## src/rtl/aead_stream_framer_if.sv

```systemverilog
// Bundle of host, keystream and core-channel signals around the AEAD framer.
// Latency: none, wires only.
// Backpressure: valid/ready pairs. Each valid is held with stable data until its ready is seen.
interface aead_stream_framer_if #(
  parameter int LEN_W = 32
);
  logic             start;
  logic [LEN_W-1:0] aad_bytes;
  logic [LEN_W-1:0] pld_bytes;
  logic             dec;
  logic             busy;
  logic             done;
  logic             in_valid;
  logic             in_ready;
  logic [127:0]     in_data;
  logic             out_valid;
  logic             out_ready;
  logic [127:0]     out_data;
  logic [15:0]      out_keep;
  logic             ks_req;
  logic             ks_valid;
  logic [511:0]     ks_data;
  logic             aad_valid;
  logic             aad_ready;
  logic [127:0]     aad_data;
  logic [15:0]      aad_keep;
  logic             pld_valid;
  logic             pld_ready;
  logic [127:0]     pld_data;
  logic [15:0]      pld_keep;
  logic             len_valid;
  logic             len_ready;
  logic [127:0]     len_block;

  // Framer side: it initiates every transfer toward the core.
  modport master (
    input  start, aad_bytes, pld_bytes, dec, in_valid, in_data, out_ready,
           ks_valid, ks_data, aad_ready, pld_ready, len_ready,
    output busy, done, in_ready, out_valid, out_data, out_keep, ks_req,
           aad_valid, aad_data, aad_keep, pld_valid, pld_data, pld_keep,
           len_valid, len_block
  );

  // Host and core side.
  modport slave (
    output start, aad_bytes, pld_bytes, dec, in_valid, in_data, out_ready,
           ks_valid, ks_data, aad_ready, pld_ready, len_ready,
    input  busy, done, in_ready, out_valid, out_data, out_keep, ks_req,
           aad_valid, aad_data, aad_keep, pld_valid, pld_data, pld_keep,
           len_valid, len_block
  );
endinterface

```

## src/rtl/aead_stream_framer.sv

```systemverilog
// Frames a byte-counted AAD+payload message into core aad/pld/len beats and XORs the payload with keystream.
// Latency: 1 cycle from an in handshake to aad or pld/out valid; ks_req 1 cycle after the final AAD handoff.
// Backpressure: in_ready is withheld until the downstream output registers are free. Valids hold until ready.
module aead_stream_framer #(
  parameter int LEN_W = 32
) (
  input logic                 clk,
  input logic                 rst_n,
  aead_stream_framer_if.master bus
);
  localparam int CNT_W = LEN_W - 3;

  typedef enum logic [2:0] {IDLE, AAD, KS_REQ, KS_WAIT, PLD, LEN, DONE} state_t;

  state_t           state, state_nxt;
  logic [LEN_W-1:0] aad_len, pld_len;
  logic             dec_r;
  logic [CNT_W-1:0] aad_cnt, pld_cnt;
  logic [CNT_W-1:0] n_a, n_p;
  logic [511:0]     ks_r;
  logic [1:0]       lane;
  logic             aad_vld_q, pld_vld_q, out_vld_q;
  logic [127:0]     aad_dat_q, pld_dat_q, out_dat_q;
  logic [15:0]      aad_keep_q, pld_keep_q, out_keep_q;
  logic             aad_acc, pld_acc;
  logic [15:0]      keep_a, keep_p;
  logic [127:0]     lane_dat, in_aad, in_pt, in_ct;

  // Number of 128-bit beats needed for a byte count.
  function automatic logic [CNT_W-1:0] beats(input logic [LEN_W-1:0] b);
    return CNT_W'(b >> 4) + CNT_W'(|b[3:0]);
  endfunction

  // Keep mask for beat idx of n. Only the last beat can be partial.
  function automatic logic [15:0] keep_of(input logic [CNT_W-1:0] idx,
                                          input logic [CNT_W-1:0] n,
                                          input logic [LEN_W-1:0] b);
    if ((idx == n - CNT_W'(1)) && (b[3:0] != 4'd0))
      return (16'd1 << b[3:0]) - 16'd1;
    return 16'hFFFF;
  endfunction

  // Expand byte-enable bits to a 128-bit data mask.
  function automatic logic [127:0] byte_mask(input logic [15:0] k);
    logic [127:0] m;
    m = '0;
    for (int i = 0; i < 16; i++) m[8*i +: 8] = {8{k[i]}};
    return m;
  endfunction

  assign n_a      = beats(aad_len);
  assign n_p      = beats(pld_len);
  assign keep_a   = keep_of(aad_cnt, n_a, aad_len);
  assign keep_p   = keep_of(pld_cnt, n_p, pld_len);
  assign lane_dat = ks_r[{lane, 7'd0} +: 128];
  assign in_aad   = bus.in_data & byte_mask(keep_a);
  assign in_pt    = bus.in_data & byte_mask(keep_p);
  assign in_ct    = (bus.in_data ^ lane_dat) & byte_mask(keep_p);

  assign bus.aad_valid = aad_vld_q;
  assign bus.aad_data  = aad_dat_q;
  assign bus.aad_keep  = aad_keep_q;
  assign bus.pld_valid = pld_vld_q;
  assign bus.pld_data  = pld_dat_q;
  assign bus.pld_keep  = pld_keep_q;
  assign bus.out_valid = out_vld_q;
  assign bus.out_data  = out_dat_q;
  assign bus.out_keep  = out_keep_q;

  // State register.
  always_ff @(posedge clk or negedge rst_n) begin
    if (!rst_n) state <= IDLE;
    else        state <= state_nxt;
  end

  // Next state plus the handshake and strobe outputs decoded from state.
  always_comb begin
    state_nxt     = state;
    bus.in_ready  = 1'b0;
    bus.ks_req    = 1'b0;
    bus.done      = 1'b0;
    bus.busy      = (state != IDLE) && (state != DONE);
    bus.len_valid = 1'b0;
    bus.len_block = '0;
    aad_acc       = 1'b0;
    pld_acc       = 1'b0;
    case (state)
      IDLE: begin
        if (bus.start) begin
          if (bus.aad_bytes != '0)      state_nxt = AAD;
          else if (bus.pld_bytes != '0) state_nxt = KS_REQ;
          else                          state_nxt = LEN;
        end
      end
      AAD: begin
        bus.in_ready = (aad_cnt < n_a) && (!aad_vld_q || bus.aad_ready);
        aad_acc      = bus.in_ready && bus.in_valid;
        if ((aad_cnt == n_a) && aad_vld_q && bus.aad_ready)
          state_nxt = (n_p != '0) ? KS_REQ : LEN;
      end
      KS_REQ: begin
        bus.ks_req = 1'b1;
        state_nxt  = KS_WAIT;
      end
      KS_WAIT: begin
        if (bus.ks_valid) state_nxt = PLD;
      end
      PLD: begin
        if (pld_cnt < n_p) begin
          bus.in_ready = (!out_vld_q || bus.out_ready) && (!pld_vld_q || bus.pld_ready);
          pld_acc      = bus.in_ready && bus.in_valid;
          // The last lane is used up but beats remain, so fetch the next block.
          if (pld_acc && (lane == 2'd3) && (pld_cnt + CNT_W'(1) < n_p))
            state_nxt = KS_REQ;
        end else if (!out_vld_q && !pld_vld_q) begin
          state_nxt = LEN;
        end
      end
      LEN: begin
        bus.len_valid = 1'b1;
        bus.len_block = {64'(pld_len), 64'(aad_len)};
        if (bus.len_ready) state_nxt = DONE;
      end
      DONE: begin
        bus.done  = 1'b1;
        state_nxt = IDLE;
      end
      default: state_nxt = IDLE;
    endcase
  end

  // Message context, keystream latch and the aad/pld/out output registers.
  always_ff @(posedge clk or negedge rst_n) begin
    if (!rst_n) begin
      aad_len    <= '0;
      pld_len    <= '0;
      dec_r      <= 1'b0;
      aad_cnt    <= '0;
      pld_cnt    <= '0;
      ks_r       <= '0;
      lane       <= 2'd0;
      aad_vld_q  <= 1'b0;
      aad_dat_q  <= '0;
      aad_keep_q <= '0;
      pld_vld_q  <= 1'b0;
      pld_dat_q  <= '0;
      pld_keep_q <= '0;
      out_vld_q  <= 1'b0;
      out_dat_q  <= '0;
      out_keep_q <= '0;
    end else begin
      if ((state == IDLE) && bus.start) begin
        aad_len <= bus.aad_bytes;
        pld_len <= bus.pld_bytes;
        dec_r   <= bus.dec;
        aad_cnt <= '0;
        pld_cnt <= '0;
      end

      if (aad_acc) begin
        aad_dat_q  <= in_aad;
        aad_keep_q <= keep_a;
        aad_vld_q  <= 1'b1;
        aad_cnt    <= aad_cnt + CNT_W'(1);
      end else if (aad_vld_q && bus.aad_ready) begin
        aad_vld_q <= 1'b0;
      end

      if ((state == KS_WAIT) && bus.ks_valid) begin
        ks_r <= bus.ks_data;
        lane <= 2'd0;
      end

      // Poly1305 always sees ciphertext. For decrypt that is the input itself.
      if (pld_acc) begin
        out_dat_q  <= in_ct;
        out_keep_q <= keep_p;
        out_vld_q  <= 1'b1;
        pld_dat_q  <= dec_r ? in_pt : in_ct;
        pld_keep_q <= keep_p;
        pld_vld_q  <= 1'b1;
        lane       <= lane + 2'd1;
        pld_cnt    <= pld_cnt + CNT_W'(1);
      end else begin
        if (out_vld_q && bus.out_ready) out_vld_q <= 1'b0;
        if (pld_vld_q && bus.pld_ready) pld_vld_q <= 1'b0;
      end
    end
  end
endmodule

```

## src/flat_wrapper.sv

```systemverilog
// flat-port wrapper written by rule: the top's interface ports become plain ports
module aead_stream_framer_flat 
#(
  parameter int LEN_W = 32
)
  (clk, rst_n, bus_start, bus_aad_bytes, bus_pld_bytes, bus_dec, bus_in_valid, bus_in_data, bus_out_ready, bus_ks_valid, bus_ks_data, bus_aad_ready, bus_pld_ready, bus_len_ready, bus_busy, bus_done, bus_in_ready, bus_out_valid, bus_out_data, bus_out_keep, bus_ks_req, bus_aad_valid, bus_aad_data, bus_aad_keep, bus_pld_valid, bus_pld_data, bus_pld_keep, bus_len_valid, bus_len_block);
  aead_stream_framer_if #(.LEN_W(LEN_W)) bus_i ();
  input logic clk;
  input logic rst_n;
  input wire logic [$bits(bus_i.start)-1:0] bus_start;
  input wire logic [$bits(bus_i.aad_bytes)-1:0] bus_aad_bytes;
  input wire logic [$bits(bus_i.pld_bytes)-1:0] bus_pld_bytes;
  input wire logic [$bits(bus_i.dec)-1:0] bus_dec;
  input wire logic [$bits(bus_i.in_valid)-1:0] bus_in_valid;
  input wire logic [$bits(bus_i.in_data)-1:0] bus_in_data;
  input wire logic [$bits(bus_i.out_ready)-1:0] bus_out_ready;
  input wire logic [$bits(bus_i.ks_valid)-1:0] bus_ks_valid;
  input wire logic [$bits(bus_i.ks_data)-1:0] bus_ks_data;
  input wire logic [$bits(bus_i.aad_ready)-1:0] bus_aad_ready;
  input wire logic [$bits(bus_i.pld_ready)-1:0] bus_pld_ready;
  input wire logic [$bits(bus_i.len_ready)-1:0] bus_len_ready;
  output wire logic [$bits(bus_i.busy)-1:0] bus_busy;
  output wire logic [$bits(bus_i.done)-1:0] bus_done;
  output wire logic [$bits(bus_i.in_ready)-1:0] bus_in_ready;
  output wire logic [$bits(bus_i.out_valid)-1:0] bus_out_valid;
  output wire logic [$bits(bus_i.out_data)-1:0] bus_out_data;
  output wire logic [$bits(bus_i.out_keep)-1:0] bus_out_keep;
  output wire logic [$bits(bus_i.ks_req)-1:0] bus_ks_req;
  output wire logic [$bits(bus_i.aad_valid)-1:0] bus_aad_valid;
  output wire logic [$bits(bus_i.aad_data)-1:0] bus_aad_data;
  output wire logic [$bits(bus_i.aad_keep)-1:0] bus_aad_keep;
  output wire logic [$bits(bus_i.pld_valid)-1:0] bus_pld_valid;
  output wire logic [$bits(bus_i.pld_data)-1:0] bus_pld_data;
  output wire logic [$bits(bus_i.pld_keep)-1:0] bus_pld_keep;
  output wire logic [$bits(bus_i.len_valid)-1:0] bus_len_valid;
  output wire logic [$bits(bus_i.len_block)-1:0] bus_len_block;
  assign bus_i.start = bus_start;
  assign bus_i.aad_bytes = bus_aad_bytes;
  assign bus_i.pld_bytes = bus_pld_bytes;
  assign bus_i.dec = bus_dec;
  assign bus_i.in_valid = bus_in_valid;
  assign bus_i.in_data = bus_in_data;
  assign bus_i.out_ready = bus_out_ready;
  assign bus_i.ks_valid = bus_ks_valid;
  assign bus_i.ks_data = bus_ks_data;
  assign bus_i.aad_ready = bus_aad_ready;
  assign bus_i.pld_ready = bus_pld_ready;
  assign bus_i.len_ready = bus_len_ready;
  assign bus_busy = bus_i.busy;
  assign bus_done = bus_i.done;
  assign bus_in_ready = bus_i.in_ready;
  assign bus_out_valid = bus_i.out_valid;
  assign bus_out_data = bus_i.out_data;
  assign bus_out_keep = bus_i.out_keep;
  assign bus_ks_req = bus_i.ks_req;
  assign bus_aad_valid = bus_i.aad_valid;
  assign bus_aad_data = bus_i.aad_data;
  assign bus_aad_keep = bus_i.aad_keep;
  assign bus_pld_valid = bus_i.pld_valid;
  assign bus_pld_data = bus_i.pld_data;
  assign bus_pld_keep = bus_i.pld_keep;
  assign bus_len_valid = bus_i.len_valid;
  assign bus_len_block = bus_i.len_block;
  aead_stream_framer #(.LEN_W(LEN_W)) u_core (.clk(clk), .rst_n(rst_n), .bus(bus_i));
endmodule
```

## config.mk

```make
export PLATFORM = sky130hd
export DESIGN_NAME = aead_stream_framer_flat
export DESIGN_NICKNAME = d
export VERILOG_FILES = /design/src/rtl/aead_stream_framer_if.sv /design/src/rtl/aead_stream_framer.sv /design/src/flat_wrapper.sv
export SDC_FILE = /design/constraint.sdc
export NUM_CORES = 2
export LEC_CHECK = 0
export CAP_MARGIN = 10
export CORE_AREA = 2 2 502 504
export DETAILED_ROUTE_END_ITERATION = 7
export DIE_AREA = 0 0 504 506
export PLACE_DENSITY = 0.46
export SYNTH_ARGS = -nofsm -noshare
export SYNTH_HDL_FRONTEND = slang
export SYNTH_SLANG_ARGS = --single-unit
```

## constraint.sdc

```tcl
create_clock -name clk -period 7.2 [get_ports clk]
set_input_delay 1.8 -clock clk [delete_from_list [all_inputs] [get_ports clk]]
set_output_delay 1.8 -clock clk [all_outputs]
set_load 0.05 [all_outputs]
```

# Yosys cells after proc, flatten, opt, wreduce, memory -nomap -nowiden
# Index checks and enable logic that the tools add are counted.
[totals] ff_bits=1059 in_bits=714 output_inout_bits=568 word_cells=129
[classes] addsub=9 order_cmp=3 n_eq_ne=17 shifts=3 n_mux=38 bitwise_logic=4 n_reduce_logical=39
[op_table] op="indexed part select 512 x 10 -> 128 bit" count=1
[op_table] op="bitwise AND 128 bit" count=3
[op_table] op="2-to-1 mux 128 bit" count=1
[op_table] op="bitwise XOR 128 bit" count=1
[op_table] op="2-to-1 mux 96 bit" count=1
[op_table] op="equality test 29 bit" count=3
[op_table] op="less-than comparator 29 bit" count=3
[op_table] op="2-to-1 mux 29 bit" count=3
[op_table] op="2-to-1 mux 16 bit" count=4
[op_table] op="nonzero test 32 bit" count=2
[op_table] op="adder 28 x 1 -> 29 bit" count=2
[op_table] op="adder 29 x 1 -> 29 bit, second input constant" count=2
[op_table] op="subtractor 29 x 1 -> 29 bit, second input constant" count=2
[op_table] op="left shift 1 x 4 -> 16 bit, first input constant" count=2
[op_table] op="subtractor 16 x 1 -> 16 bit, second input constant" count=2
[op_table] op="2-to-1 mux 3 bit" count=10
[op_table] op="nonzero test 29 bit" count=1
[op_table] op="case mux 3 bit (6 select lines)" count=1
[op_table] op="logical AND 1 bit" count=17
[op_table] op="2-to-1 mux 1 bit" count=15
[op_table] op="nonzero test 2 bit" count=6
[op_table] op="equality test 3 bit, second input constant" count=3
[op_table] op="nonzero test 4 bit" count=2
[op_table] op="OR reduction 4 bit" count=2
[op_table] op="other kinds (15)" count=24

# Depth between registers and ports, before layout
[logic_depth] ltp_word=9 ltp_mapped=25 ltp_nobuf=20

# Worst setup path after synthesis
# OpenSTA, ideal clock, no wires.
[synth_path] path_kind="reg2out" start="reg u_core.pld_len[2]" end="out bus_in_ready" t_arrival_ns=5.125 t_required_ns=5.400 setup_slack_ns=0.275 path_stages_with_launch=18 cell_sequence="dfrtp_1 clkbuf_1 clkbuf_1 or3_1 ha_1 ha_1 clkbuf_1 nand2_1 or4_1 clkbuf_1 nor2_1 xnor2_1 ha_1 or4_1 o21ai_0 a211o_1 nand4b_1 o31ai_1"
[synth_between] elab_chain_len=5
[synth_lines] item="start: declaration" line_no="aead_stream_framer.sv:16" source="logic [LEN_W-1:0] aad_len, pld_len;"
[synth_lines] item="start signal: assignment" line_no="aead_stream_framer.sv:154" source="pld_len <= bus.pld_bytes;"
[synth_lines] item="OR reduction 4 bit" line_no="aead_stream_framer.sv:31" source="return CNT_W'(b >> 4) + CNT_W'(|b[3:0]);"
[synth_lines] item="adder 28 x 1 -> 29 bit" line_no="aead_stream_framer.sv:31"
[synth_lines] item="less-than comparator 29 bit" line_no="aead_stream_framer.sv:109" source="if (pld_cnt < n_p) begin"
[synth_lines] item="2-to-1 mux 1 bit" line_no="aead_stream_framer.sv:109"
[synth_lines] item="case mux 1 bit (2 select lines)" line_no="aead_stream_framer.sv:87" source="case (state)"
[synth_lines] item="end: declaration" line_no="flat_wrapper.sv:24" source="output wire logic [$bits(bus_i.in_ready)-1:0] bus_in_ready;"
# No other way between the ends.

# Worst setup path in the final report
[layout_path] start="reg u_core.aad_len[2]" end="out bus_in_ready"
[layout_between] elab_chain_len=5
[layout_lines] item="start: declaration" line_no="aead_stream_framer.sv:16"
[layout_lines] item="start signal: assignment" line_no="aead_stream_framer.sv:153" source="aad_len <= bus.aad_bytes;"
[layout_lines] item="OR reduction 4 bit" line_no="aead_stream_framer.sv:31"
[layout_lines] item="adder 28 x 1 -> 29 bit" line_no="aead_stream_framer.sv:31"
[layout_lines] item="less-than comparator 29 bit" line_no="aead_stream_framer.sv:96" source="bus.in_ready = (aad_cnt < n_a) && (!aad_vld_q || bus.aad_ready);"
[layout_lines] item="logical AND 1 bit" line_no="aead_stream_framer.sv:96"
[layout_lines] item="case mux 1 bit (2 select lines)" line_no="aead_stream_framer.sv:87"
# No other way between the ends.

==> run summary <==
status -> finished clean
CTS sink cnt -> 1059
Post-synth top flop -> dfrtp_1
RSZ-0062 raised after global routing -> no
CTS Root Cell -> clkbuf_16
Total GRT Usage -> 20.2%
Crit path arrival time -> 5090 ps
asr flop ratio synth -> 100%
share of layout cells above drive strength 1 -> 17.0%
Synth area leaders -> dfrtp_1 (48%), mux2_2 (10%), a21oi_1 (5.9%), xnor2_1 (5.6%), mux4_2 (5.2%)
DRT Wirelength -> 264000 µm
CTS tree -> yes
Placed Area -> 71100 µm²
die width -> 504 µm
area growth from synthesis to layout -> 37.4%
Post-synth EDFFs -> 0
top layer used by detailed routing -> met5
gr ovfl total -> 0
DIE HEIGHT -> 506 µm
ANT nets after route -> 0
Hold Path Cell Cnt -> 1
hold_buf cts -> 0
Yosys cell types -> 91
period utilization -> 95.7%
GPL Wtd Cong -> 0.888
Cells after Synth -> 5208
sequential share of power -> 39.4%
First DRT Iteration DRCs -> 3208
Worst Hold Path EP -> u_core.bus.aad_keep[0]
I/O Buffers -> 1217
Final Cell Area -> 76100 µm²
standard-cell rows -> 184
HP Class -> reg2reg
Vias -> 45112
Setup Skew -> 64.4 ps
leakage -> 33.3 nW
largest net degree at the start of global routing -> 165
Crit. End Element -> output pin
wire length per cell -> 26.9 µm
most common library cell in the layout ignoring fill and taps -> clkdlybuf4s50_1
max-slew violation count -> 0
Max-Cap Viols -> 0
clock power share -> 45.7%
mapped cell area -> 55400 µm²
htree depth -> 4
WL met3 -> 20200 µm
Critical Path Source -> u_core.aad_len[2]
Non-Filler Instances -> 9814
via/cell ratio -> 4.60
min Tclk post-route -> 6890 ps
Final Core Density -> 30.4%
share of the synthesized area in the top cell type -> 47.8%
first-pass GRT wire length -> 369000 µm
Psw -> 4.72 mW
crit start category -> flop
clock-pin transition on the worst setup and hold timing paths -> 60 ps
metal2 WL -> 127000 µm
I/O pin cnt -> 1282
slew at the pin closest to its max-slew limit -> 1230 ps
sw frac -> 29.5%
Max Fclk -> 0.145 GHz
final hold vios -> 0
Setup TNS Final -> 0 ps
CP max FO -> 9
first-pass detailed-route iteration total -> 6
vias in the first global route -> 45742
Skew-Pair Late Insertion Delay -> 810 ps
DRC -> 0
largest area contributor in the synthesized netlist -> dfrtp_1
initial antenna violation count -> 67
pwr dens -> 210 nW/µm²
Worst R2R Path Depth -> 22
CTS Buf Count -> 141
combinational power share -> 14.9%
Core Box Area -> 250000 µm²
Int Pwr -> 11.3 mW
nets@finish -> 7143
dpl hpwl -> 205000 µm
Placed Cells -> 9529
sequential area share after synthesis -> 47.8%
Max VDD drop -> 190 µV
DIE AREA -> 255000 µm²
worst hold start -> u_core.bus.aad_keep[0]
hold_ws -> 469 ps
setup slack, reg-to-reg -> 1370 ps
Slew headroom -> 17.8%
Required @ worst endpoint -> 5400 ps
Initial Util -> 22.2%
Setup Crit Path Kind -> reg2out
Ys Warns -> 0
FF+latch count, synth -> 1059
Clock Tree Buf Depth -> 3
WL met1 -> 111000 µm
reg-to-reg startpoint -> u_core.pld_len[1]
most frequent cells in the layout -> clkdlybuf4s50_1 (1214), dfrtp_1 (1054), a21oi_1 (652), nand2_1 (600), mux2_2 (514)
Reg-to-Reg End -> u_core.bus.out_data[98]
Setup-failing EPs final -> 0
syn avg cell area -> 10.6 µm²
==> timing repair <==
action / in CTS / in global routing
resized for setup: 10 / 9
pin swaps: 0 / 4
endpoints found under the setup margin: 1 / 1
buffers inserted: 1 / 6
==> critical path: stages, from the launching register on <==
cell and delay (ps):
dfrtp_2 430, nor2_1 80, nand2_1 210, ha_4 210
ha_2 250, nand4_1 140, or4_4 530, buf_4 180
or3_1 320, and2_1 250, ha_1 320, nand2_1 60
or4_1 500, a21oi_1 150, a211oi_1 120, o21ai_2 120
o31ai_2 100, buf_4 170, buf_12 150
==> cell usage after synthesis (all sizes together), types with 11 or more instances <==
cell,instances
dfrtp,1059
a21oi,664
nand2,600
mux2,514
nor2,361
xnor2,353
clkbuf,276
buf,152
nor2b,142
o21ai,130
mux4,128
and3,100
ha,98
nand3,91
nor4,68
inv,57
xor2,53
nand4,52
nor3,45
a21o,24
o31ai,17
a31oi,16
and2,16
nand2b,16
and4,13
or3,13
mux2i,11
o2111ai,11
o21a,11
==> routing by layer <==
layer | GRT usage [%] | vias to the layer above
met5 | 0 | -
met4 | 4.82 | 44
met3 | 6.28 | 335
met2 | 33.8 | 1511
met1 | 25.3 | 22873
li1 | - | 20349
==> state kept, by name (all words and copies together) (netlist names) <==
signal,flops
u_core.bus.aad_keep,16
u_core.lane,2
u_core.bus.out_valid,1
u_core.bus.pld_keep,16
u_core.pld_len,32
u_core.state,3
u_core.pld_cnt,29
u_core.aad_cnt,29
u_core.bus.out_data,128
u_core.bus.pld_data,128
u_core.bus.aad_valid,1
u_core.ks_r,512
u_core.dec_r,1
u_core.bus.pld_valid,1
u_core.bus.aad_data,128
u_core.aad_len,32
==> final cells by class <==
type,count,area (µm²)
fill,25958,174000
multi-input combinational,3727,27000
sequential,1059,26500
timing repair buffer,1345,13400
tap,3348,4190
clock buffer,197,4020
clock inverter,57,752
inverter,57,214
antenna,24,60.1
==> per-stage QoR <==
stage	setup slack (ps)	power, mW
2_1_floorplan	275	7.50
3_3_place_gp	461	8.81
3_5_place_dp	468	8.82
4_1_cts	26.3	16.3
5_1_grt	12.7	16.6
6_report	307	16.0
==> worst max path at each step <==
stage                              end  slack, ps  cells past startpoint
after floorplan           bus_in_ready        270                     17
after global placement    bus_in_ready        460                     19
after detailed placement  bus_in_ready        470                     19
after CTS                 bus_in_ready         30                     18
after global routing      bus_in_ready         10                     17
final                     bus_in_ready        310                     18
==> power by group through the flow <==
| stage | clock network, mW | logic [mW] | registers (mW) |
|---|---|---|---|
| after floorplan | 0 | 0.509 | 6.99 |
| after global placement | 0 | 2.42 | 6.39 |
| after detailed placement | 0 | 2.43 | 6.40 |
| after CTS | 7.53 | 2.43 | 6.29 |
| after global routing | 7.77 | 2.52 | 6.32 |
| final | 7.31 | 2.39 | 6.29 |
==> cells by family after synthesis <==
kind of cell    Yosys count  synth area share, %
compound gates          939                 9.44
xor+xnor                415                 6.79
fa+ha+maj                98                 2.21
buf+inv                 485                 4.29
flops                  1059                 47.8
mux                     653                 15.9
other cells               1              0.00677
simple gates           1558                 13.6
Note: power is estimated with default switching activity, not from simulation.
